`src/rtl/sign_mag_pkg.sv`:
```
// Shared types and width helpers for the two's-complement / sign-magnitude converter.
// Only the width-independent part of the stage-1 payload is kept here; the top adds the value field.
package sign_mag_pkg;

    localparam int unsigned SM_MAX_W = 64;

    typedef enum logic {
        MODE_TC2SM = 1'b0,
        MODE_SM2TC = 1'b1
    } sm_mode_e;

    typedef struct packed {
        sm_mode_e mode;
        logic     sign;
        logic     is_min;
        logic     is_zero;
        logic     ovf_pre;
    } sm_s1_flags_t;

    function automatic logic [SM_MAX_W-1:0] max_pos(input int unsigned w);
        return (SM_MAX_W'(1) << (w - 1)) - SM_MAX_W'(1);
    endfunction

    function automatic logic [SM_MAX_W-1:0] min_neg(input int unsigned w);
        return SM_MAX_W'(1) << (w - 1);
    endfunction

endpackage

```
`src/rtl/sign_magnitude_pipe_stage.sv`:
```
// Elastic payload register: one word of storage, advances when empty or when downstream takes it.
module sm_pipe_stage #(
    parameter int unsigned WIDTH = 8
) (
    input  logic             clk,
    input  logic             reset,
    input  logic             in_valid,
    output logic             in_ready,
    input  logic [WIDTH-1:0] in_data,
    output logic             out_valid,
    input  logic             out_ready,
    output logic [WIDTH-1:0] out_data
);

    logic             valid_q;
    logic [WIDTH-1:0] data_q;

    assign in_ready  = !valid_q || out_ready;
    assign out_valid = valid_q;
    assign out_data  = data_q;

    always_ff @(posedge clk) begin
        if (reset) begin
            valid_q <= 1'b0;
            data_q  <= '0;
        end else if (in_ready) begin
            valid_q <= in_valid;
            if (in_valid) begin
                data_q <= in_data;
            end
        end
    end

endmodule

```
`src/rtl/sign_magnitude_pipe.sv`:
```
// Two-stage converter between two's complement and sign-magnitude for the Booth multiplier datapath.
// Stage 1 classifies and complements, stage 2 adds one, saturates and drives the outputs.
module sign_magnitude_pipe
    import sign_mag_pkg::*;
#(
    parameter int unsigned WORD_LENGTH = 16,
    parameter int unsigned COUNT_WIDTH = 16
) (
    input  logic                   clk,
    input  logic                   reset,
    input  logic                   in_valid,
    output logic                   in_ready,
    input  logic                   in_mode,
    input  logic [WORD_LENGTH-1:0] in_data,
    input  logic                   in_sign,
    output logic                   out_valid,
    input  logic                   out_ready,
    output logic [WORD_LENGTH-1:0] out_data,
    output logic                   out_sign,
    output logic                   out_overflow,
    input  logic                   clear_count,
    output logic [COUNT_WIDTH-1:0] done_count
);

    localparam logic [WORD_LENGTH-1:0] MAX_POS = WORD_LENGTH'(max_pos(WORD_LENGTH));
    localparam logic [WORD_LENGTH-1:0] MIN_NEG = WORD_LENGTH'(min_neg(WORD_LENGTH));

    typedef struct packed {
        sm_s1_flags_t               flags;
        logic [WORD_LENGTH-1:0]     value;
    } s1_payload_t;

    localparam int unsigned S1_W = $bits(s1_payload_t);
    localparam int unsigned S2_W = WORD_LENGTH + 2;

    s1_payload_t       s1_d;
    s1_payload_t       s1_q;
    logic [S1_W-1:0]   s1_d_bits;
    logic [S1_W-1:0]   s1_q_bits;
    logic              s1_valid;
    logic              s2_ready;

    logic [S2_W-1:0]   s2_d;
    logic [S2_W-1:0]   s2_q;

    sm_mode_e               cur_mode;
    logic                   neg;
    logic                   in_is_min;
    logic                   in_is_zero;

    logic [WORD_LENGTH-1:0] res_data;
    logic                   res_sign;
    logic                   res_ovf;

    logic                   fire;

    // Stage 1: pick the sign, one's-complement negatives, and pre-decide overflow
    always_comb begin
        cur_mode   = sm_mode_e'(in_mode);
        in_is_min  = (in_data == MIN_NEG);
        in_is_zero = (in_data == '0);
        neg        = (cur_mode == MODE_SM2TC) ? in_sign : in_data[WORD_LENGTH-1];

        s1_d               = '0;
        s1_d.flags.mode    = cur_mode;
        s1_d.flags.sign    = neg;
        s1_d.flags.is_min  = in_is_min;
        s1_d.flags.is_zero = in_is_zero;
        s1_d.flags.ovf_pre = (cur_mode == MODE_SM2TC) && in_data[WORD_LENGTH-1]
                             && !(in_sign && in_is_min);
        s1_d.value         = neg ? ~in_data : in_data;
    end

    assign s1_d_bits = s1_d;
    assign s1_q      = s1_q_bits;

    sm_pipe_stage #(
        .WIDTH (S1_W)
    ) u_stage1 (
        .clk       (clk),
        .reset     (reset),
        .in_valid  (in_valid),
        .in_ready  (in_ready),
        .in_data   (s1_d_bits),
        .out_valid (s1_valid),
        .out_ready (s2_ready),
        .out_data  (s1_q_bits)
    );

    // Stage 2: finish negation, apply saturation, derive the output sign
    always_comb begin
        res_data = s1_q.value;
        res_ovf  = 1'b0;
        if (s1_q.flags.ovf_pre) begin
            res_data = s1_q.flags.sign ? MIN_NEG : MAX_POS;
            res_ovf  = 1'b1;
        end else if (s1_q.flags.mode == MODE_TC2SM && s1_q.flags.is_min) begin
            // Most-negative TC input is exactly representable as a W-bit magnitude
            res_data = MIN_NEG;
        end else if (s1_q.flags.mode == MODE_SM2TC && s1_q.flags.sign && s1_q.flags.is_zero) begin
            res_data = '0;
        end else if (s1_q.flags.sign) begin
            res_data = s1_q.value + WORD_LENGTH'(1);
        end

        if (s1_q.flags.mode == MODE_TC2SM) begin
            res_sign = s1_q.flags.sign;
        end else begin
            res_sign = res_data[WORD_LENGTH-1];
        end
    end

    assign s2_d = {res_data, res_sign, res_ovf};

    sm_pipe_stage #(
        .WIDTH (S2_W)
    ) u_stage2 (
        .clk       (clk),
        .reset     (reset),
        .in_valid  (s1_valid),
        .in_ready  (s2_ready),
        .in_data   (s2_d),
        .out_valid (out_valid),
        .out_ready (out_ready),
        .out_data  (s2_q)
    );

    assign {out_data, out_sign, out_overflow} = s2_q;

    assign fire = out_valid && out_ready;

    always_ff @(posedge clk) begin
        if (reset || clear_count) begin
            done_count <= '0;
        end else if (fire && (done_count != '1)) begin
            done_count <= done_count + COUNT_WIDTH'(1);
        end
    end

endmodule

```
`config.mk`:
```
export PLATFORM = sky130hd
export DESIGN_NAME = sign_magnitude_pipe
export DESIGN_NICKNAME = d
export VERILOG_FILES = /design/src/rtl/sign_mag_pkg.sv /design/src/rtl/sign_magnitude_pipe_stage.sv /design/src/rtl/sign_magnitude_pipe.sv
export SDC_FILE = /design/constraint.sdc
export NUM_CORES = 1
export LEC_CHECK = 0
export CAP_MARGIN = 20
export CELL_PAD_IN_SITES_DETAIL_PLACEMENT = 1
export CELL_PAD_IN_SITES_GLOBAL_PLACEMENT = 2
export CORE_MARGIN = 2
export CORE_UTILIZATION = 30
export CTS_CLUSTER_SIZE = 14
export DETAILED_ROUTE_END_ITERATION = 7
export GPL_ROUTABILITY_DRIVEN = 0
export GPL_TIMING_DRIVEN = 0
export HOLD_SLACK_MARGIN = 0.08
export PLACE_DENSITY_LB_ADDON = 0.1
export SLEW_MARGIN = 20
export SYNTH_ARGS = -nofsm -noshare
export SYNTH_HDL_FRONTEND = slang
export SYNTH_SLANG_ARGS = --single-unit
```
`constraint.sdc`:
```
create_clock -name clk -period 2.5 [get_ports clk]
set_clock_uncertainty 0.2 [all_clocks]
set_input_delay 0.5 -clock clk [delete_from_list [all_inputs] [get_ports clk]]
set_output_delay 0.5 -clock clk [all_outputs]
set_load 0.005 [all_outputs]
```
== Yosys cells after proc, flatten, opt, wreduce, memory -nomap -nowiden ==
Index checks and enable logic that the tools add are counted.
Operators by class
  add/subtract/negate cells: 2
  eq/ne operators: 2
  muxes and demuxes: 9
  bitwise operators: 2
  reduce and logical (&&, ||, !) cells: 17
Operator list (count)
  2-to-1 mux 16 bit: 6
  adder 16 x 1 -> 16 bit, second input constant: 2
  == test 16 bit, second input constant: 1
  logical NOT 16 bit: 1
  inequality test 16 bit, second input constant: 1
  inverter 16 bit: 1
  logical AND 1 bit: 8
  AND reduction 2 bit: 2
  logical NOT 1 bit: 3
  logical OR 1 bit: 3
  2-to-1 mux 1 bit: 3
  inverter 1 bit: 1
Word-level totals
  bits in registers: 57
  bits of input ports: 23
  output and inout port bits: 36
  logic and storage cells: 37

== Longest topological paths before layout ==
Gate-level depths: netlist (run 1).
  depth after elaboration: 6
  mapped depth: 6
  depth with buffers taken out: 6

== Modules after synthesis ==
From an unflattened synthesis (run 1), not the netlist that was laid out.
Second synthesis, totals
  cells, all modules: 383
  area total of the unflattened synthesis: 3540.9 um^2
By module, submodules not included
  sign_magnitude_pipe: times used 1, cells an instance 197, area each 1527.7 um^2
  sm_pipe_stage (u_stage1): times used 1, cells an instance 100, area each 1022.2 um^2
  sm_pipe_stage (u_stage2): times used 1, cells an instance 86, area each 991.0 um^2

== Worst setup path after synthesis (run 1) ==
OpenSTA, ideal clock, no wires.
  kind: flip-flop to flip-flop
  start: register done_count[0]
  end: register done_count[2]
  arrival time: 1503 ps
  slack: 674 ps
  stages on the path, launching flop included: 7
  path through: dfxtp_1 ha_1 nand2_1 nor4_4 a211oi_1 xnor2_1 nor2_1
Between the ends
  longest elaborated chain between the ends: 2
  elaborated cells between the ends (all ways): 3
RTL lines
  from (decl): RTL line sign_magnitude_pipe.sv:22  | output logic [COUNT_WIDTH-1:0] done_count
  from (signal assigned): RTL line sign_magnitude_pipe.sv:136  | done_count <= done_count + COUNT_WIDTH'(1);
  branches (longest 2 deep; another with adder 16 x 1 -> 16 bit)
Several ways; the timed one is not identified.
A chain may end at the register's enable or synchronous reset.

== Worst setup path after layout (run 1) ==
  start: input port in_mode
  end: register u_stage1.data_q[3] (netlist: u_stage1.out_data[3])
Between the ends
  longest elaborated chain between the ends: 2
RTL lines
  from (decl): RTL line sign_magnitude_pipe.sv:13  | input logic in_mode,
  2-to-1 mux 1 bit: RTL line sign_magnitude_pipe.sv:62  | neg = (cur_mode == MODE_SM2TC) ? in_sign : in_data[WORD_LENGTH-1];
  2-to-1 mux 16 bit: RTL line sign_magnitude_pipe.sv:71  | s1_d.value = neg ? ~in_data : in_data;
  to (signal assigned): RTL line sign_magnitude_pipe_stage.sv:29  | data_q <= in_data;
  to (decl): RTL line sign_magnitude_pipe_stage.sv:16  | logic [WIDTH-1:0] data_q;
No other way between the ends.

==> metrics.txt, run 1 <==
post-route antenna net violation count 0; WP buf/inv 2; CTS HTree Levels 3; cts hold-fix bufs 0; Syn-to-layout area delta 32.1%; worst path required time 2.57 ns; largest net degree at the start of global routing 11; cell count along the critical path 6; status finished clean; number of port buffers 57; die area 0.0104 sq mm; crit start category input port; GR Util met2 0.276; Synth Warn # 0; post-synth net total 368; FMAX 0.458 GHz; largest stage delay on the critical path 0.56 ns; total gr overflow 0; Post-Place Worst Slack -0.0504 ns; # IOs 59; Initial Util 0.310; Pleak 1.29 nW; final wirelength 7710 microns; Clock Path Buffers 2; Worst Hold Path Cells 2; HP Class reg -> reg; Max Cap Violations 0; TritonCTS buffer count 9; clock root buffer clkbuf_8; fraction of registers with async set/reset 0; post-route setup slack 0.315 ns; worst-path fanout max 10; Syn Area/Cell 8.36 sq um; M1 GR Usage 0.189; Crit Path Class in -> reg; endpoints failing setup 0; Yosys cell types 46; Core Area 0.00924 sq mm; initial antenna violation count 0; most frequently used flop master after synthesis dfxtp_1; Worst Reg-to-Reg Cells 6; pins over their slew limit 0; synthesis-stage register bit count 57; All-Layer GR Usage 0.159; Post-DP HPWL 6060 microns; VDD IR max 0.196 mV; Die Ht 102 microns; RSZ-0062 raised after global routing no; Placed Instance Area 0.00360 sq mm; pwr/cell area 546 mW/mm^2; Iter 0 DRT Violations 58; FILL cells 1128; Multi-input gate area 0.00163 sq mm; Rel. slew slack 0.568; Cell Rows 35; Worst path slowest cell clkdlybuf4s50_1; CTS sink count 57; Hold WS 0.258 ns; latest clock arrival within the worst-skew pair 0.34 ns; first-pass iteration count of the detailed router 4; Finished Core Util 0.410; Antenna Cells 0; Reg area 0.00114 sq mm; Fin. Hold Viols 0; worst slew pin tran 0.643 ns; Nets 437; CP top delay family buffers and inverters; number of global-route vias before repair 2542; Mapped Area 0.00287 sq mm; die width 102 microns; Tcrit/Tclk final 0.874; GRT Max-Usage Layer met2; critical path, cell by cell clkdlybuf4s50_1, mux2i_2, buf_4, xnor2_1, nand2_1, a21oi_1; register area share after synthesis 0.398; final non-filler cell area 0.00379 sq mm; post-route DRC violation count 0; DR vias/cell 4.71; share of post-route cells with drive strength above 1 0.0889; worst path arrival time 2.25 ns; first-pass GRT wire length 12600 microns; clock slew at reported path FFs 0.06 ns; Mapped Cells 343; Critical Path End Type flop; CTS tree built; grt met3 use 0.0435; Inst Count DP 529; minimum clock period 2.18 ns; WL per Instance 14.2 microns; Post-synth EDFFs 0; via count 2568; Non-Filler Instances 545
worst paths after layout:
| path | startpoint | endpoint | slack (ns) |
|---|---|---|---|
| worst max-delay path | in_mode | u_stage1.out_data[3] | 0.32 |
| worst min-delay path | u_stage1.out_data[18] | u_stage1.out_data[18] | 0.26 |
| worst max register to register | done_count[0] | done_count[4] | 0.38 |
| worst min register to register | u_stage1.out_data[18] | u_stage1.out_data[18] | 0.26 |
cells in the final DEF, fill, tap and decap left out, types with 2 or more instances in the layout:
| cell | instances |
|---|---|
| clkdlybuf4s50_1 | 56 |
| nor4b_1 | 2 |
| a31oi_1 | 2 |
| and3_1 | 5 |
| clkbuf_8 | 12 |
| xor2_1 | 7 |
| inv_1 | 5 |
| dfxtp_1 | 57 |
| clkinv_2 | 3 |
| nand2_1 | 55 |
| and4_1 | 4 |
| buf_4 | 3 |
| a211oi_1 | 9 |
| o21ai_0 | 2 |
| nand3_1 | 7 |
| nand4_1 | 9 |
| clkbuf_1 | 12 |
| ha_1 | 2 |
| xnor2_1 | 38 |
| nor3_1 | 10 |
| nand2b_1 | 2 |
| nand4_2 | 2 |
| nor2_1 | 42 |
| nor4_1 | 6 |
| a21oi_1 | 35 |
| a211oi_2 | 2 |
| buf_6 | 2 |
| nor4_4 | 2 |
| and2_1 | 2 |
layout make-up:
class,instances,area share
Inverter,5,0.00495
Clock inverter,3,0.00396
Clock buffer,12,0.0436
Multi-Input combinational cell,265,0.429
Sequential cell,57,0.301
Timing Repair Buffer,58,0.153
Tap cell,129,0.0426
Buffer,16,0.0218
where the power goes:
group / leakage (nW) / internal (mW) / switching (mW)
combinational: 0.725 / 0.145 / 0.134
clock: 0.0980 / 0.430 / 0.361
sequential: 0.466 / 0.954 / 0.0447
total: 1.29 / 1.53 / 0.540
logic make-up (layout without fill, tap and decap cells):
| kind of cell | after synthesis | count (layout) | share of synthesized area |
|---|---|---|---|
| AO/OA/AOI/OAI | 59 | 59 | 0.137 |
| multiplexers | 3 | 3 | 0.0122 |
| XOR/XNOR | 45 | 45 | 0.137 |
| AND/OR/NAND/NOR | 156 | 156 | 0.272 |
| flip-flops | 57 | 57 | 0.398 |
| buffers and inverters | 21 | 94 | 0.0353 |
| adder cells (fa/ha/maj) | 2 | 2 | 0.00872 |
sequential cells by signal, indices dropped and copies added (netlist names):
register	count
u_stage1.out_data	21
u_stage2.out_data	18
done_count	16
u_stage1.out_valid	1
u_stage2.out_valid	1
worst reg2reg max path: cells and delay by family, from the launching register on:
kind,cells,cell delay (ns)
AOI/OAI and AO/OA,1,0.19
xor gates and xnor gates,1,0.17
adders and majority gates,1,0.25
DFF,1,0.40
and+or+nand+nor,3,0.79
per-stage QoR:
stage	setup TNS (ns)	total power, mW
5_1_grt	0	2.19
6_report	0	2.07
4_1_cts	0	2.11
3_5_place_dp	-0.304	1.30
2_1_floorplan	0	1.17
3_3_place_gp	-0.184	1.30
per-layer routing:
layer	vias up	wire length, microns
li1	1326	-
met1	1183	3490
met2	50	3840
met3	9	296
met4	0	93
met5	-	0
synthesized netlist by cell type, types with 2 or more instances:
cell type / n / area [sq um]
and4_1: 4 / 35.0
nand4_1: 9 / 56.3
clkbuf_1: 12 / 45.0
ha_1: 2 / 25.0
a211oi_2: 2 / 25.0
nor2_1: 42 / 158
a21oi_1: 35 / 175
and2_1: 2 / 12.5
nand4_2: 2 / 25.0
nor3_1: 10 / 50.1
nand3_1: 7 / 35.0
dfxtp_1: 57 / 1140
a211oi_1: 9 / 67.6
and3_1: 5 / 31.3
inv_1: 5 / 18.8
nand2b_1: 2 / 12.5
nor4_4: 2 / 42.5
buf_6: 2 / 22.5
a31oi_1: 2 / 12.5
nand2_1: 55 / 206
nor4_1: 6 / 37.5
o21ai_0: 2 / 10.0
xnor2_1: 38 / 333
buf_4: 2 / 15.0
xor2_1: 7 / 61.3
nor4b_1: 2 / 17.5
timing repair:
item | 4_1_cts | 5_1_grt
resized for setup | 0 | 1
buffers inserted | 1 | 0
setup endpoints to repair | 1 | 1
(Power assumes the default switching activity.)
==> inputs of run 2 (changes only) <==
Settings changed: PLACE_DENSITY from default to 0.85, PLACE_DENSITY_LB_ADDON 0.1 to default.
==> run 2 against run 1 <==
Against the previous run: core utilization decreased by 0.19 points; global-route usage decreased by 0.81 points; combinational power about the same; maximum frequency decreased by 4.5%.
==> metrics.txt, run 2 (same netlist as run 1, synthesis figures left out) <==
VDD IR max 0.227 mV; status finished clean; pins over their slew limit 0; final wirelength 7400 microns; die area 0.0104 sq mm; crit start category input port; Iter 0 DRT Violations 65; most common cell after layout, fill and taps aside dfxtp_1; CTS tree built; initial antenna violation count 0; pwr/cell area 541 mW/mm^2; CP top delay family buffers and inverters; worst slew pin tran 0.593 ns; clock slew at reported path FFs 0.06 ns; Worst Reg-to-Reg Cells 6; Worst path slowest cell clkdlybuf4s50_1; clock root buffer clkbuf_8; Tcrit/Tclk final 0.915; Post-DP HPWL 5750 microns; worst reg2reg setup slack 0.42 ns; number of port buffers 57; post-route setup slack 0.213 ns; critical path, cell by cell clkdlybuf4s50_1, nand3b_1, dlygate4sd2_1; Post-Place Worst Slack -0.0429 ns; Cell Rows 35; post-route antenna net violation count 0; max reg flops 21; DR vias/cell 4.78; share of post-route cells with drive strength above 1 0.0841; endpoints failing setup 0; Worst setup endpoint in_ready; largest net degree at the start of global routing 11; met3 wire length 303 microns; Clock Path Buffers 2; crit path launch out_ready; Critical Path End Type primary output; worst path required time 1.80 ns; Rel. slew slack 0.602; WP buf/inv 2; CTS sink count 57; FILL cells 1136; total gr overflow 0; Post-Route M1 WL 3400 microns; minimum clock period 2.29 ns; Syn-to-layout area delta 31.5%; Crit Path Class in -> out; latest clock arrival within the worst-skew pair 0.32 ns; Met2 Wirelength 3590 microns; post-route DRC violation count 0; Antenna Cells 0; Top Metal Used met4; WL per Instance 13.6 microns; FF-to-FF End done_count[7]; worst path arrival time 1.59 ns; HP Class reg -> reg; die width 102 microns; number of global-route vias before repair 2603; Max Cap Violations 0; most frequent cells in the layout 57 x dfxtp_1, 56 x clkdlybuf4s50_1, 55 x nand2_1; Pleak 1.27 nW; r2r startpoint done_count[0]; Die Ht 102 microns; worst-path fanout max 4; hold_sp u_stage2.out_data[0]; RSZ-0062 raised after global routing no; Fin. Hold Viols 0; Hold WS 0.256 ns; largest stage delay on the critical path 0.46 ns; CTS HTree Levels 3; first-pass GRT wire length 12100 microns; cell count along the critical path 3; # IOs 59; Nets 436; FMAX 0.437 GHz; All-Layer GR Usage 0.151; TritonCTS buffer count 9; Worst Hold Path Cells 2; Initial Util 0.310; Core Area 0.00924 sq mm; via count 2604; first-pass iteration count of the detailed router 4
==> run 2: changes by cell type in the layout (fill, tap and decap cells not counted) <==
cell	delta
clkbuf_1	+2
dlymetal6s2s_1	-1
clkbuf_8	-1
dlygate4sd2_1	+1
buf_4	-1
==> run 2: layer usage <==
metal / global-route usage / up-vias
li1: - / 1322
met1: 0.185 / 1220
met4: 0.0530 / 0
met2: 0.256 / 55
met3: 0.0386 / 7
met5: 0 / -
==> run 2: worst min path at each step <==
stage                                       end  slack (ns)
after global placement    u_stage1.out_data[18]        0.25
after CTS                  u_stage2.out_data[0]        0.26
final                      u_stage2.out_data[0]        0.26
after global routing      u_stage1.out_data[18]        0.29
after detailed placement  u_stage1.out_data[18]        0.25
after floorplan           u_stage1.out_data[18]        0.23
==> run 2: report_power, final <==
part,switching (mW),internal (mW)
combinational,0.133,0.145
clock,0.357,0.410
sequential,0.0443,0.954
==> run 2: layout make-up <==
type	count	area, sq um	area share
inverter	5	18.8	0.00497
tap	129	161	0.0428
sequential	57	1140	0.302
clock buffer	13	159	0.0421
multi-input combinational	265	1630	0.431
timing repair buffer	57	569	0.151
clock inverter	3	15.0	0.00398
buffer	16	82.6	0.0219
==> run 2: worst min-delay path, delay by kind of cell (launching register included) <==
kind / cells / cell delay [ns]
compound gates: 1 / 0.05
simple gates: 1 / 0.05
flops: 1 / 0.31
==> run 2: stage by stage <==
| stage | util | std cells | cell area (sq um) | total power [mW] | TNS, ns |
|---|---|---|---|---|---|
| 3_3_place_gp | 0.390 | 529 | 3600 | 1.29 | -0.117 |
| 6_report | 0.408 | 545 | 3770 | 2.04 | 0 |
| 4_1_cts | 0.408 | 545 | 3770 | 2.08 | 0 |
| 3_5_place_dp | 0.390 | 529 | 3600 | 1.30 | -0.216 |
| 5_1_grt | 0.408 | 545 | 3770 | 2.16 | 0 |
| 2_1_floorplan | - | 343 | 2870 | 1.17 | 0 |
==> run 2: what timing repair did <==
action | 4_1_cts | 5_1_grt
setup buffers | 0 | 0
gates resized for setup | 1 | 0
setup endpoints to repair | 1 | 0
endpoints found under the hold margin | 0 | 0
hold buffers | 0 | 0
==> inputs of run 3 (changes only) <==
Settings changed: ABC_AREA from default to 1, CORE_UTILIZATION 30 to 28, PLACE_DENSITY 0.85 to 0.84.
==> run 3 against run 2 <==
Against the previous run: via count rose by 7.9%; count of clock-buffer cells in the layout fell by 1; die area rose by 5.8%; final area fell by 1.1%.
==> metrics.txt, run 3 <==
status finished clean; fraction of registers with async set/reset 0; most common cell after layout, fill and taps aside nand2_1; Initial Util 0.289; register area share after synthesis 0.402; Fin. Hold Viols 0; Syn-to-layout area delta 31.4%; CTS HTree Levels 3; total gr overflow 0; Clock Path Buffers 2; Post-DP HPWL 6230 microns; Post-Place Worst Slack 0.0504 ns; number of global-route vias before repair 2834; Pleak 1.37 nW; Tcrit/Tclk final 0.938; r2r startpoint done_count[0]; worst slew pin tran 0.472 ns; Antenna Cells 0; Syn Area/Cell 7.12 sq um; Post-synth EDFFs 0; overall power 2.02 mW; Rel. slew slack 0.685; All-Layer GR Usage 0.155; most frequent cells after synthesis 61 x nand2_1, 57 x dfxtp_1, 54 x a21oi_1, 50 x inv_1, 49 x o21ai_0; cell taking the most area after synthesis dfxtp_1; TritonCTS buffer count 9; worst-path fanout max 3; Hold WS 0.288 ns; HP Class reg -> reg; post-synth net total 424; pins over their slew limit 0; final wirelength 8050 microns; largest net degree at the start of global routing 11; clock root buffer clkbuf_8; max reg flops 21; DR vias/cell 4.65; cts hold-fix bufs 0; postcts setup bufs 0; post-route antenna net violation count 0; initial antenna violation count 0; CTS tree built; top-count cell post-synth nand2_1; Crit Path Class in -> out; WL per Instance 13.3 microns; hold_sp done_count[15]; share of post-route cells with drive strength above 1 0.0763; Synth Warn # 0; Critical Path End Type primary output; minimum clock period 2.34 ns; CTS sink count 57; die area 0.0110 sq mm; RSZ-0062 raised after global routing no; Cell Rows 36; synthesis-stage register bit count 57; via count 2811; clock slew at reported path FFs 0.07 ns; VDD IR max 0.184 mV; first-pass iteration count of the detailed router 4; Mapped Cells 399; latest clock arrival within the worst-skew pair 0.34 ns; Iter 0 DRT Violations 67; Core Area 0.00982 sq mm; Die Ht 105 microns; number of port buffers 57; most frequently used flop master after synthesis dfxtp_1; Synth area leaders dfxtp_1 40%, a21oi_1 9.5%, o21ai_0 8.6%; Nets 492; post-synth top area share 0.402; crit start category input port; Mapped Area 0.00284 sq mm; Post-Route Setup TNS 0 ns; endpoints failing setup 0; die width 105 microns; FILL cells 1282; pwr/cell area 541 mW/mm^2; FMAX 0.427 GHz; worst path arrival time 1.64 ns; post-route DRC violation count 0; worst path required time 1.80 ns; first-pass GRT wire length 13700 microns; Max Cap Violations 0; most frequent cells in the layout 61 x nand2_1, 57 x dfxtp_1, 57 x clkdlybuf4s50_1; post-route setup slack 0.156 ns; PostCTS Resize Cnt 0; crit path launch out_ready; # IOs 59; Yosys cell types 32
[run 3: worst paths after layout]
check                         to  slack [ns]  depth (start not counted)
setup / recovery        in_ready        0.16                          4
hold / removal    done_count[15]        0.29                          2
setup reg to reg   done_count[9]        0.51                          9
hold reg to reg   done_count[15]        0.29                          2
[run 3: area by class of cell]
cell class	count	area [sq um]	share of cell area
buffer	11	47.5	0.0127
clock buffer	12	135	0.0362
clock inverter	4	20.0	0.00537
inverter	54	203	0.0543
multi-input combinational	277	1450	0.388
sequential	57	1140	0.306
tap	133	166	0.0446
timing repair buffer	57	571	0.153
[run 3: cell families (layout without fill, tap and decap cells)]
kind of cell,count (synthesis),in the layout,synth area share
compound gates,118,118,0.218
xor+xnor,16,16,0.0494
fa+ha+maj,2,2,0.00881
buf+inv,65,138,0.0881
flops,57,57,0.402
simple gates,141,141,0.234
[run 3: metal layers]
layer / routed length, microns / vias up / share of wire / GRT usage
li1: - / 1459 / - / -
met1: 3790 / 1300 / 0.47 / 0.189
met2: 3860 / 44 / 0.48 / 0.266
met3: 285 / 8 / 0.035 / 0.0349
met4: 109 / 0 / 0.014 / 0.0571
met5: 0 / - / 0 / 0
[run 3: per-stage QoR]
stage / instance area, sq um / utilization / std cells
6_report: 3730 / 0.380 / 605
5_1_grt: 3730 / 0.380 / 605
4_1_cts: 3730 / 0.380 / 605
3_5_place_dp: 3580 / 0.364 / 589
3_3_place_gp: 3580 / 0.364 / 589
2_1_floorplan: 2840 / - / 399
[run 3: worst max-delay path, cell delays in order]
cell and delay (ns):
clkdlybuf4s50_1 0.48, inv_1 0.05, nand3_1 0.10, clkdlybuf4s50_1 0.51
[run 3: power breakdown]
group	internal (mW)	switching (mW)	total, mW
clock	0.353	0.371	0.724
combinational	0.138	0.155	0.293
sequential	0.959	0.0418	1.00
==> RTL edit 1 (flow settings as in run 3) <==
Add an input register stage for `in_mode`, without a reset; this delays it by one clock. The other inputs are not delayed to match.
--- a/src/rtl/sign_magnitude_pipe.sv
+++ b/src/rtl/sign_magnitude_pipe.sv
@@ -33,6 +33,12 @@
     localparam int unsigned S1_W = $bits(s1_payload_t);
     localparam int unsigned S2_W = WORD_LENGTH + 2;
 
+    logic in_mode_q;
+
+    always_ff @(posedge clk) begin
+        in_mode_q <= in_mode;
+    end
+
     s1_payload_t       s1_d;
     s1_payload_t       s1_q;
     logic [S1_W-1:0]   s1_d_bits;
@@ -56,7 +62,7 @@
 
     // Stage 1: pick the sign, one's-complement negatives, and pre-decide overflow
     always_comb begin
-        cur_mode   = sm_mode_e'(in_mode);
+        cur_mode   = sm_mode_e'(in_mode_q);
         in_is_min  = (in_data == MIN_NEG);
         in_is_zero = (in_data == '0);
         neg        = (cur_mode == MODE_SM2TC) ? in_sign : in_data[WORD_LENGTH-1];
Formal check against the unedited RTL: not equivalent (a bounded check fails within 4 cycles, from zero or initial values and one cycle with reset high).
==> RTL edit 1 against run 3 <==
- count of clock-buffer cells in the layout fell by 2
- area after synthesis grew 0.71%
- sequential cell count rose by 1
- power up 17%
- worst setup slack got worse by 13 ps
- wire length up 0.25%
- synthesized cell count grew 0.25%
- cell area increased by 2.6%
- hold slack lost 2.1 ps
- non-clock buffer count is the same
- fmax is 0.57% lower
==> RTL edit 1: results (changes against run 3) <==
drt pass-1 iters 7 (+3); Tot GR Track Use 15.4% (-0.051 points); delay-heaviest family, CP buffers and inverters; first-pass GRT wire length 13700 µm (+0.30%); Syn Nets 425 (+0.24%); FF-to-FF path depth 9 (unchanged); Post-layout nets 493 (+0.20%); largest net degree at the start of global routing 11 (unchanged); WL met2 3890 µm (+0.67%); FFs w/ async S/R, synth 0% (unchanged); Crit-path slowest cell clkdlybuf4s50_1; WL/cell 13.3 µm (about the same); Synth Flop Type dfxtp_1; Num CTS Buffers 9 (unchanged); clk_lat worst skew 350 ps; post-synth cell types 32 (unchanged); Arr. time, crit path 1660 ps (+20 ps); Pleak 0.00142 µW (+3.2%); Max-slew headroom 68.9% (+0.34 points); Post-CTS Setup Bufs 0 (unchanged); Worst-path clk slew 70 ps (about the same); status finished, final reports clean; met3 WL 238 µm (-16%); CTS Root Cell clkbuf_8; DR iter-0 viols 60 (-10%); post_cts resized 0 (unchanged); cell-internal power 1770 µW (+22%); Area contributors post-synth dfxtp_1 (41%), a21oi_1 (9.5%), o21ai_0 (8.6%), nand2_1 (8.0%), inv_1 (6.6%); Final Setup Violations 0 (unchanged); H-tree depth 3 (unchanged); CP peak stage delay 510 ps (about the same); fraction of layout cells with a size suffix above 1 8.03% (+0.41 points); vias in the first global route 2879 (+1.6%); sequential-to-total area share from yosys stat 40.6% (+0.42 points); antenna violations before repair 0 (unchanged); CTS max path bufs 2 (unchanged); YS warnings 0 (unchanged); Crit Path Max Fanout 3 (unchanged); number of port buffers 57 (unchanged); peak supply drop 0.000242 V (+31%); Worst Hold Depth 2 (unchanged); hold crit path type flip-flop to flip-flop; max reg flops 21 (unchanged); via count 2843 (+1.1%); Inserted Diodes 0 (unchanged); Top Layer Used met4; hpwl dp 6280 µm (+0.79%); wl on met1 3810 µm (+0.29%); Commonest cells post-synth nand2_1 (61), dfxtp_1 (58), a21oi_1 (54), inv_1 (50), o21ai_0 (49)
## RTL edit 1: logic make-up after synthesis
kind of cell,synth area share (%)
compound gates,21.7
simple gates,23.2
buf+inv,8.75
flops,40.6
xor+xnor,4.90
fa+ha+maj,0.875
## RTL edit 1: path summary, 6_finish.rpt
| path | from | to | slack [ps] |
|---|---|---|---|
| worst min-delay path | u_stage1.out_data[20] | u_stage1.out_data[20] | 290 |
| worst min register to register | u_stage1.out_data[20] | u_stage1.out_data[20] | 290 |
| worst max register to register | done_count[0] | done_count[9] | 520 |
| worst max-delay path | out_ready | in_ready | 140 |
## RTL edit 1: metrics by stage
step | instance area, µm² | instances | hold WS, ps | setup slack [ps]
2_1_floorplan | 2860 | 400 | 255 | 805
3_3_place_gp | 3600 | 590 | 263 | 51.7
3_5_place_dp | 3600 | 590 | 279 | 2.73
4_1_cts | 3830 | 606 | 289 | 128
5_1_grt | 3830 | 606 | 317 | 64.4
6_report | 3830 | 606 | 286 | 143
## RTL edit 1: worst register-to-register path, stage by stage (launching register included)
cell     delay, ps
dfxtp_1        390
ha_1           250
nand3_1        100
nor3_1         180
nand3_1        120
nand2_2        190
inv_2          130
nand4_1        130
nor2_1          50
o21a_1         160
## RTL edit 1: final cells by class
| type | count | area, µm² |
|---|---|---|
| repair buffers | 57 | 571 |
| flip-flops and latches | 58 | 1160 |
| well taps | 133 | 166 |
| inverters | 54 | 203 |
| fillers | 1247 | 6040 |
| clock inverters | 6 | 105 |
| multi-input cells | 277 | 1450 |
| plain buffers | 11 | 47.5 |
| clock buffers | 10 | 128 |
## RTL edit 1: power groups by stage
stage | sequential [µW] | clock (µW) | combinational [µW]
2_1_floorplan | 1030 | 0 | 164
3_3_place_gp | 1040 | 0 | 290
3_5_place_dp | 1040 | 0 | 295
4_1_cts | 1020 | 1060 | 297
5_1_grt | 1030 | 1110 | 330
6_report | 1020 | 1040 | 292
## RTL edit 1: per-layer routing
layer	up-vias	track usage, %
met4	0	6.19
met3	13	2.93
met5	-	0
met1	1318	19.0
met2	47	26.4
li1	1465	-
==> RTL edit 2 (config.mk and constraints of run 3) <==
Made on the original files. The parameter `WORD_LENGTH` goes from 16 to 32.
--- a/src/rtl/sign_magnitude_pipe.sv
+++ b/src/rtl/sign_magnitude_pipe.sv
@@ -3,7 +3,7 @@
 module sign_magnitude_pipe
     import sign_mag_pkg::*;
 #(
-    parameter int unsigned WORD_LENGTH = 16,
+    parameter int unsigned WORD_LENGTH = 32,
     parameter int unsigned COUNT_WIDTH = 16
 ) (
     input  logic                   clk,
Ports: changed (resized in_data and out_data); port bits go from 59 to 91. No check against the original RTL was run, so the function may have changed too.
==> RTL edit 2 against run 3 <==
- cell area is 62% higher
- count of clock-buffer cells in the layout is 3 lower
- area after synthesis is 62% higher
- power rose by 70%
- worst setup slack worse by 23 ps
- sequential cell count is 32 higher
- utilization is 0.16 points lower
- largest power group unchanged
- wire length up 95%
- first-iteration DRC count rose by 150%
==> RTL edit 2: results (changes against run 3) <==
Post-Synthesis Cells 657 (+65%); number of port buffers 89 (+56%); Tmin final 2370 ps (+22.8 ps); Worst-path clk slew 60 ps; Placement Setup Slack -262 ps (-313 ps); GR Util met3 3.50% (+0.0052 points); CTS Root Cell clkbuf_16; WL met2 7470 µm (+94%); met3 WL 641 µm (+120%); grt met1 use 23.3% (+4.4 points); Arr. time, crit path 1670 ps (+30 ps); footprint of the multi-input gates 0.00243 mm² (+68%); largest net degree at the start of global routing 17 (+6); Tot GR Track Use 18.2% (+2.7 points); Inserted Diodes 0 (unchanged); post-synth cell types 32 (unchanged); clk_lat worst skew 360 ps (+20 ps); Pleak 0.00227 µW (+65%); first-pass GRT wire length 25400 µm (+86%); global-route met2 utilization 31.5% (+4.9 points); vias in the first global route 4923 (+74%); Finished Layout Cells 978 (+62%); Syn Nets 698 (+65%); status finished, final reports clean; worst-margin pin slew 657 ps (+185 ps); via count 4759 (+69%); comb_multi_in 465 (+68%); invs w/o clock 76 (+41%); clk tree area frac 4.63% (+0.47 points); Fill cells 2054 (+60%); fraction of layout cells with a size suffix above 1 6.56% (-1.1 points); Storage cell area 0.00178 mm² (+56%); peak supply drop 0.000343 V (+86%); cell count after placement 962 (+63%); sequential share of cell area 29.4% (-1.1 points); Clock Power Share 37.5% (+1.6 points); Logic pwr share 16.0% (+1.5 points); hpwl dp 12200 µm (+96%); wl on met1 7430 µm (+96%); DR iter-0 viols 166 (+150%); sequential-to-total area share from yosys stat 38.7% (-1.5 points); WHS 280 ps (-7.79 ps); Non-CTS buffers 116 (+71%); number of sequential cells 89 (+56%); Post-layout nets 798 (+62%); Commonest cells post-synth a21oi_1 (95), dfxtp_1 (89), nand2_1 (89), o21ai_0 (87), inv_1 (73); Signal buf overhead 16.5% (-0.030 points); cell-internal power 2440 µW (+69%); placed instance area 0.00577 mm² (+61%); final WL 15700 µm (+95%); Top power group sequential cells; clock buffer count 9 (-3); max reg flops 37 (+76%); reg2reg setup slack 250 ps (-260 ps); P_seq 1600 µW (+60%); Area contributors post-synth dfxtp_1 (39%), a21oi_1 (10%), o21ai_0 (9.5%), nand2_1 (7.3%), inv_1 (5.9%); post_cts resized 0 (unchanged)
-- RTL edit 2: tightest hold or removal path, cell delays in order, from the launching register on --
cell	delay, ps
dfxtp_1	310
nand2_1	60
a21oi_1	60
-- RTL edit 2: final timing paths --
check,startpoint,to,depth (start not counted)
hold reg to reg,u_stage2.out_data[1],u_stage2.out_data[1],2
setup reg to reg,u_stage1.out_data[1],u_stage2.out_data[28],13
hold / removal,u_stage2.out_data[1],u_stage2.out_data[1],2
setup / recovery,out_ready,in_ready,4
-- RTL edit 2: kinds of logic (layout without fill, tap and decap cells) --
family                   after synthesis  in the layout  share of synthesized area, %
XOR/XNOR                              34             34                          6.46
flip-flops                            89             89                          38.7
adder cells (fa/ha/maj)                2              2                         0.543
buffers and inverters                103            208                          8.53
AO/OA/AOI/OAI                        194            194                          21.6
AND/OR/NAND/NOR                      235            235                          24.2
